[src/rtl/load_store_unit.sv]
// Load/store unit: runs one valid/ready word transaction per core request, formats
// load data into Read_Data, and reports misaligned accesses and bus timeouts.
module load_store_unit #(
    parameter int TIMEOUT = 16
) (
    input  logic        clk,
    input  logic        reset,
    input  logic        MemRead,
    input  logic        MemWrite,
    input  logic [2:0]  Funct3,
    input  logic [31:0] Address,
    input  logic [31:0] Write_Data,
    output logic [31:0] Read_Data,
    output logic        Stall,
    output logic        Misaligned,
    output logic        Bus_Error,
    output logic        mem_req,
    output logic        mem_we,
    output logic [31:0] mem_addr,
    output logic [3:0]  mem_be,
    output logic [31:0] mem_wdata,
    input  logic        mem_ready,
    input  logic [31:0] mem_rdata,
    output logic [1:0]  dbg_state
);
    // Memory handshake: mem_req stays high with stable mem_we/addr/be/wdata until the
    // cycle in which mem_ready=1; that cycle both accepts and completes the transfer.

    localparam logic [1:0] IDLE   = 2'd0;
    localparam logic [1:0] ACCESS = 2'd1;
    localparam logic [1:0] DONE   = 2'd2;

    localparam int CW = (TIMEOUT > 1) ? $clog2(TIMEOUT) : 1;
    localparam logic [CW-1:0] CNT_LAST = CW'(TIMEOUT - 1);

    logic [1:0]    state;
    logic [CW-1:0] cnt;
    logic [31:0]   lat_addr;
    logic [31:0]   lat_wdata;
    logic [3:0]    lat_be;
    logic [2:0]    lat_f3;
    logic          lat_load;

    logic          req;
    logic          is_load;
    logic          misaligned;
    logic [3:0]    st_be;
    logic [31:0]   st_wdata;
    logic [31:0]   ld_data;

    function automatic logic [31:0] format_load(input logic [31:0] word,
                                                input logic [1:0]  lane,
                                                input logic [2:0]  f3);
        logic [7:0]  b;
        logic [15:0] h;
        logic [31:0] r;
        case (lane)
            2'd0:    b = word[7:0];
            2'd1:    b = word[15:8];
            2'd2:    b = word[23:16];
            default: b = word[31:24];
        endcase
        h = lane[1] ? word[31:16] : word[15:0];
        case (f3)
            3'b000:  r = {{24{b[7]}}, b};
            3'b001:  r = {{16{h[15]}}, h};
            3'b100:  r = {24'd0, b};
            3'b101:  r = {16'd0, h};
            default: r = word;
        endcase
        return r;
    endfunction

    assign req     = MemRead | MemWrite;
    assign is_load = MemRead;

    // Funct3[1:0] encodes size for both loads and stores (11 behaves as a word).
    always_comb begin
        misaligned = 1'b0;
        st_be      = 4'b1111;
        st_wdata   = Write_Data;
        case (Funct3[1:0])
            2'b00: begin
                st_be    = 4'b0001 << Address[1:0];
                st_wdata = {4{Write_Data[7:0]}};
            end
            2'b01: begin
                misaligned = Address[0];
                st_be      = Address[1] ? 4'b1100 : 4'b0011;
                st_wdata   = {2{Write_Data[15:0]}};
            end
            default: misaligned = |Address[1:0];
        endcase
    end

    assign ld_data = format_load(mem_rdata, lat_addr[1:0], lat_f3);

    always_ff @(posedge clk) begin
        if (reset) begin
            state      <= IDLE;
            cnt        <= '0;
            lat_addr   <= '0;
            lat_wdata  <= '0;
            lat_be     <= '0;
            lat_f3     <= '0;
            lat_load   <= 1'b0;
            Read_Data  <= '0;
            Misaligned <= 1'b0;
            Bus_Error  <= 1'b0;
        end else begin
            case (state)
                IDLE: begin
                    if (req) begin
                        if (misaligned) begin
                            state      <= DONE;
                            Misaligned <= 1'b1;
                            if (is_load) Read_Data <= '0;
                        end else begin
                            state     <= ACCESS;
                            cnt       <= '0;
                            lat_addr  <= Address;
                            lat_f3    <= Funct3;
                            lat_load  <= is_load;
                            lat_be    <= st_be;
                            lat_wdata <= st_wdata;
                        end
                    end
                end
                ACCESS: begin
                    if (mem_ready) begin
                        state <= DONE;
                        if (lat_load) Read_Data <= ld_data;
                    end else if (cnt == CNT_LAST) begin
                        state     <= DONE;
                        Bus_Error <= 1'b1;
                        if (lat_load) Read_Data <= '0;
                    end else begin
                        cnt <= cnt + 1'b1;
                    end
                end
                DONE: begin
                    state      <= IDLE;
                    Misaligned <= 1'b0;
                    Bus_Error  <= 1'b0;
                end
                default: state <= IDLE;
            endcase
        end
    end

    always_comb begin
        mem_req   = (state == ACCESS);
        Stall     = mem_req | ((state == IDLE) & req);
        mem_we    = mem_req & ~lat_load;
        mem_addr  = mem_req ? {lat_addr[31:2], 2'b00} : 32'd0;
        mem_be    = mem_we ? lat_be : 4'd0;
        mem_wdata = mem_we ? lat_wdata : 32'd0;
    end

    assign dbg_state = state;

endmodule

[config.mk]
export PLATFORM = sky130hd
export DESIGN_NAME = load_store_unit
export DESIGN_NICKNAME = d
export VERILOG_FILES = /design/src/rtl/load_store_unit.sv
export SDC_FILE = /design/constraint.sdc
export NUM_CORES = 1
export LEC_CHECK = 0
export CORE_UTILIZATION = 44
export DETAILED_ROUTE_END_ITERATION = 12
export GPL_TIMING_DRIVEN = 0
export PLACE_DENSITY_LB_ADDON = 0.15
export SETUP_SLACK_MARGIN = 0.4
export SLEW_MARGIN = 40
export SYNTH_ARGS = -nofsm -noshare
export SYNTH_HDL_FRONTEND = slang
export SYNTH_SLANG_ARGS = --single-unit
[constraint.sdc]
create_clock -name clk -period 2.14 [get_ports clk]
set_clock_uncertainty 0.1 [all_clocks]
set_input_delay 0.321 -clock clk [delete_from_list [all_inputs] [get_ports clk]]
set_output_delay 0.321 -clock clk [all_outputs]
set_load 0.02 [all_outputs]
Yosys cells after proc, flatten, opt, wreduce, memory -nomap -nowiden
Cells that the tools add are included.

word-level totals
  flip-flop bits (word level) = 112
  latch bits = 0
  memory bits (writable) = 0
  ROM bits = 0
  output and inout port bits = 107
  memories kept = 0

cells by class
  add/subtract/negate cells = 1
  multiply operators = 0
  div/mod/pow operators = 0
  $lt $le $gt $ge = 0
  equality and inequality tests = 18
  shift-type cells = 1
  mux-type cells = 34
  bitwise operators = 6
  reduce and logical (&&, ||, !) cells = 14

operator list
  cell                   number
  $mux W32               9
  $pmux W32 S2           2
  $pmux W32 S4           1
  $mux W4                6
  $pmux W8 S3            1
  $mux W16               1
  $pmux W4 S2            2
  $ne A2 B2 Y1 const B   6
  $reduce_and A3 Y1      3
  $mux W2                4
  $eq A2 B1 Y1 const B   3
  $eq A3 B3 Y1 const B   2
  $logic_not A2 Y1       3
  $pmux W1 S2            3
  $reduce_and A6 Y1      1
  $reduce_bool A2 Y1     3
  $reduce_and A5 Y1      1
  $add A4 B1 Y4 const B  1
  $eq A2 B2 Y1 const B   2
  $eq A4 B4 Y1 const B   1
  $mux W1                4
  $ne A2 B1 Y1 const B   2
  $pmux W2 S2            1
  $shl A1 B2 Y4 const A  1
  8 further kinds        11

Longest topological paths before layout
  depth after elaboration = 6
  depth in mapped cells = 9
  depth with buffers taken out = 6

Worst setup path after synthesis
OpenSTA, ideal clock, no wires.

  path type = reg2out
  from = reg state[0], in the netlist dbg_state[0]
  to = out mem_wdata[22]
  arrival time = 1.874 ns
  data required time = 1.719 ns
  setup slack = -0.155 ns
  cell stages (with the launch flop) = 6
  path buffers = 2
  cell sequence = dfxtp_1 -> ha_1 -> nor2b_1 -> clkbuf_1 -> clkbuf_1 -> and2_1

between the ends
  word-level cells in the longest chain between the ends = 3

ends and longest elaborated chain
  element                 line  RTL
  from (decl)             36    logic [1:0] state;
  from (signal assigned)  100   state <= IDLE;
  from (signal assigned)  115   state <= DONE;
  from (signal assigned)  119   state <= ACCESS;
  $eq A2 B1 Y1            152   mem_req = (state == ACCESS);
  net mem_req             17    output logic mem_req,
  $and A1 B1 Y1           154   mem_we = mem_req & ~lat_load;
  net mem_we              18    output logic mem_we,
  $mux W32                157   mem_wdata = mem_we ? lat_wdata : 32'd0;
  to (decl)               21    output logic [31:0] mem_wdata,

The timed path passes the listed nets, and every way through them passes these cells.

Worst setup path after layout
  from = reg state[1], in the netlist dbg_state[1]
  to = out mem_wdata[31]

between the ends
  word-level cells in the longest chain between the ends = 3

ends and longest elaborated chain
  element        line
  $eq A2 B1 Y1   152
  $and A1 B1 Y1  154
  $mux W32       157

No other way between the ends.

==> flow_metrics.tcl <==
set metrics [dict create \
    reg2reg_depth 10 \
    routed_via_density 5.63 \
    hold_path_depth 3 \
    setup_slack_ps -9.40 \
    holdCritPathClass "in -> reg" \
    holdCritStartpoint "Address[1]" \
    start_kind "register" \
    first_global_vias 5819 \
    cts.sinks 112 \
    synth_top_flop_cell "dfxtp_1" \
    layout_common_cells "109 x dfxtp_1, 103 x clkdlybuf4s50_1, 99 x nand2_1, 77 x buf_6" \
    antenna_found_initial 1 \
    drt-pass1-iter-count 5 \
    core_area_um2 12100 \
    crit-reg2reg-capture "Read_Data[12]$_SDFFE_PP0P_" \
    post-dp-hpwl_um 13700 \
    violations "setup timing" \
    io_buffers 208 \
    totalWireLength_um 21800 \
    dpl_cell_area_um2 7950 \
    final.period_utilization_pct 100 \
    clock_tree.htree_level_count 3 \
    post-route-min-period_ps 2150 \
    netlist_area_um2 5480 \
    vias 6244 \
    regArea_um2 2250 \
    tritoncts "done" \
    crit_required_ps 1720 \
    setup_viol_count_final 7 \
    r2r_slack_ps 100 \
    num-fill-cells 721 \
    ir_worst_vdd_uv 386 \
    first_pass_grt_wire_length_um 29700 \
    synth_edf_count 0 \
    crit_fanout 5 \
    timing.final.max_slew_violations 0 \
    ant_nets 0 \
    tritoncts.num_buffers 9 \
    layout-area-overhead-vs-synth_pct 79.0 \
    slew_headroom_pct 61.4 \
    clk_latency_ps 360 \
    timing.rr.start "dbg_state[1]$_SDFFE_PP0P_" \
    cts.clk_slew.worst_paths_ps 70 \
    die_w_um 114 \
    tightestPinTransition_ps 578 \
    cts.root.buffer_cell "clkbuf_16" \
    synth.distinct_cells 52 \
    hold_viol 0 \
    gp_routability_congestion 0.903 \
    synth_warnings 0 \
    critical_path.endpoint_type "primary output" \
    final_layout_size_suffix_gt1_share_pct 33.9 \
    worstPathArrival_ps 1730 \
    worst_setup_path_startpoint "dbg_state[1]$_SDFFE_PP0P_" \
    drt-wirelength-per-cell_um 19.6 \
    fp.dieH_um 114 \
    initialDrtViolationCount 456 \
    die_area_um2 12900 \
    post_synth_inst_count 669 \
    setup_total_negative_slack_ps -40.3 \
    leakage_uw 0.00447 \
    max-clock-path-buffers 2 \
    outcome "complete, but fails checks" \
    groute.usage.overall_pct 29.4 \
    mapped_avg_cell_area_um2 8.20 \
    final_net_count 1043 \
    layout.cells.most_common "dfxtp_1" \
    final.hold.worst_slack_ps 262 \
    final_core_util_pct 81.4 \
    cap_viol_max_count 0 \
    p_per_area_nw_per_um2 625 \
    multi_input_area_um2 3620 \
    worstSetupPathType "reg -> out" \
    io_pins 211 \
    site_row_count 40 \
    rsz0062_at_grt "true" \
    grt-ovfl-total 0 \
    detail_route.drc_violations 0 \
    dp_worst_setup_slack_ps -398 \
    async_reset_ff_share_pct 0 \
    post-route-cell-area_um2 9810 \
    grt_start_max_net_pins 18 \
    max_freq_mhz 465 \
    crit_path_end "mem_wdata[31]" \
    synth_seq_area_share_pct 40.9 \
    initial_utilization_pct 45.5 \
    synthesized_flop_and_latch_total 112 \
]
==> cell families after synthesis <==
family	synth area share, %
AND/OR/NAND/NOR	26.0
AO/OA/AOI/OAI	22.7
flip-flops	40.9
buffers and inverters	4.84
multiplexers	4.63
adder cells (fa/ha/maj)	0.913
other	0.0684
==> repair_timing <==
action	in CTS	in global routing
gates resized for setup	495	200
buffers inserted	16	12
pin swaps	46	40
hold buffers	0	0
cloned	6	12
setup endpoints to repair	192	214
==> per-stage QoR <==
step	power, µW	std cells
after floorplan	3090	670
after CTS	5690	1084
after detailed placement	3620	1046
after global routing	6340	1109
final	6140	1109
after global placement	3580	1046
==> Yosys cell counts, types with 13 or more instances <==
master	instances	area share, %
a211oi_1	16	2.2
a21oi_1	60	5.5
and2_1	67	7.6
buf_2	17	1.6
clkbuf_1	32	2.2
dfxtp_1	112	41
mux2i_1	22	4.0
nand2_1	119	8.1
nand2b_1	13	1.5
nor2_1	31	2.1
nor2b_1	26	3.0
o211ai_1	15	2.1
o21ai_0	13	1.2
o2bb2ai_1	21	3.4
==> where the power goes <==
group	switching, µW	internal [µW]
clock network	799	1120
registers	99.2	2220
logic	924	967
==> worst min-delay path by stage <==
stage | slack (ps) | to
finish | 260 | lat_addr[1]$_SDFFE_PP0P_
global route | 270 | lat_addr[1]$_SDFFE_PP0P_
global placement | 340 | lat_addr[3]$_SDFFE_PP0P_
floorplan | 330 | lat_addr[3]$_SDFFE_PP0P_
detailed placement | 350 | Read_Data[22]$_SDFFE_PP0P_
CTS | 360 | lat_addr[6]$_SDFFE_PP0P_
==> layout make-up <==
type,instances,share of cell area (%)
well taps,168,2.14
clock inverters,4,0.752
inverters,10,0.433
plain buffers,53,5.39
multi-input cells,495,36.9
flip-flops and latches,112,22.9
clock buffers,12,2.72
diodes,1,0.0255
repair buffers,254,28.7
==> critical path, stage by stage (launching register included) <==
cell,delay [ps]
dfxtp_4,370
inv_4,50
ha_4,170
nor2b_4,140
buf_4,140
buf_6,110
buf_8,120
and2_4,150
buf_6,130
==> sequential cells by signal, summed over array words and instances, names as in the netlist, 2 cells and up <==
name       flops
Read_Data     32
cnt            4
lat_addr      32
lat_be         4
lat_wdata     32
dbg_state      2
lat_f3         3
==> routing by layer <==
metal / vias to the layer above / GRT usage, % / part of all wire, %
met3: 68 / 6.38 / 8.0
met4: 0 / 12.6 / 3.7
met1: 2985 / 34.1 / 38
met2: 324 / 51.9 / 51
met5: - / 0 / 0
li1: 2867 / - / -
Note: power is estimated with default switching activity, not from simulation.
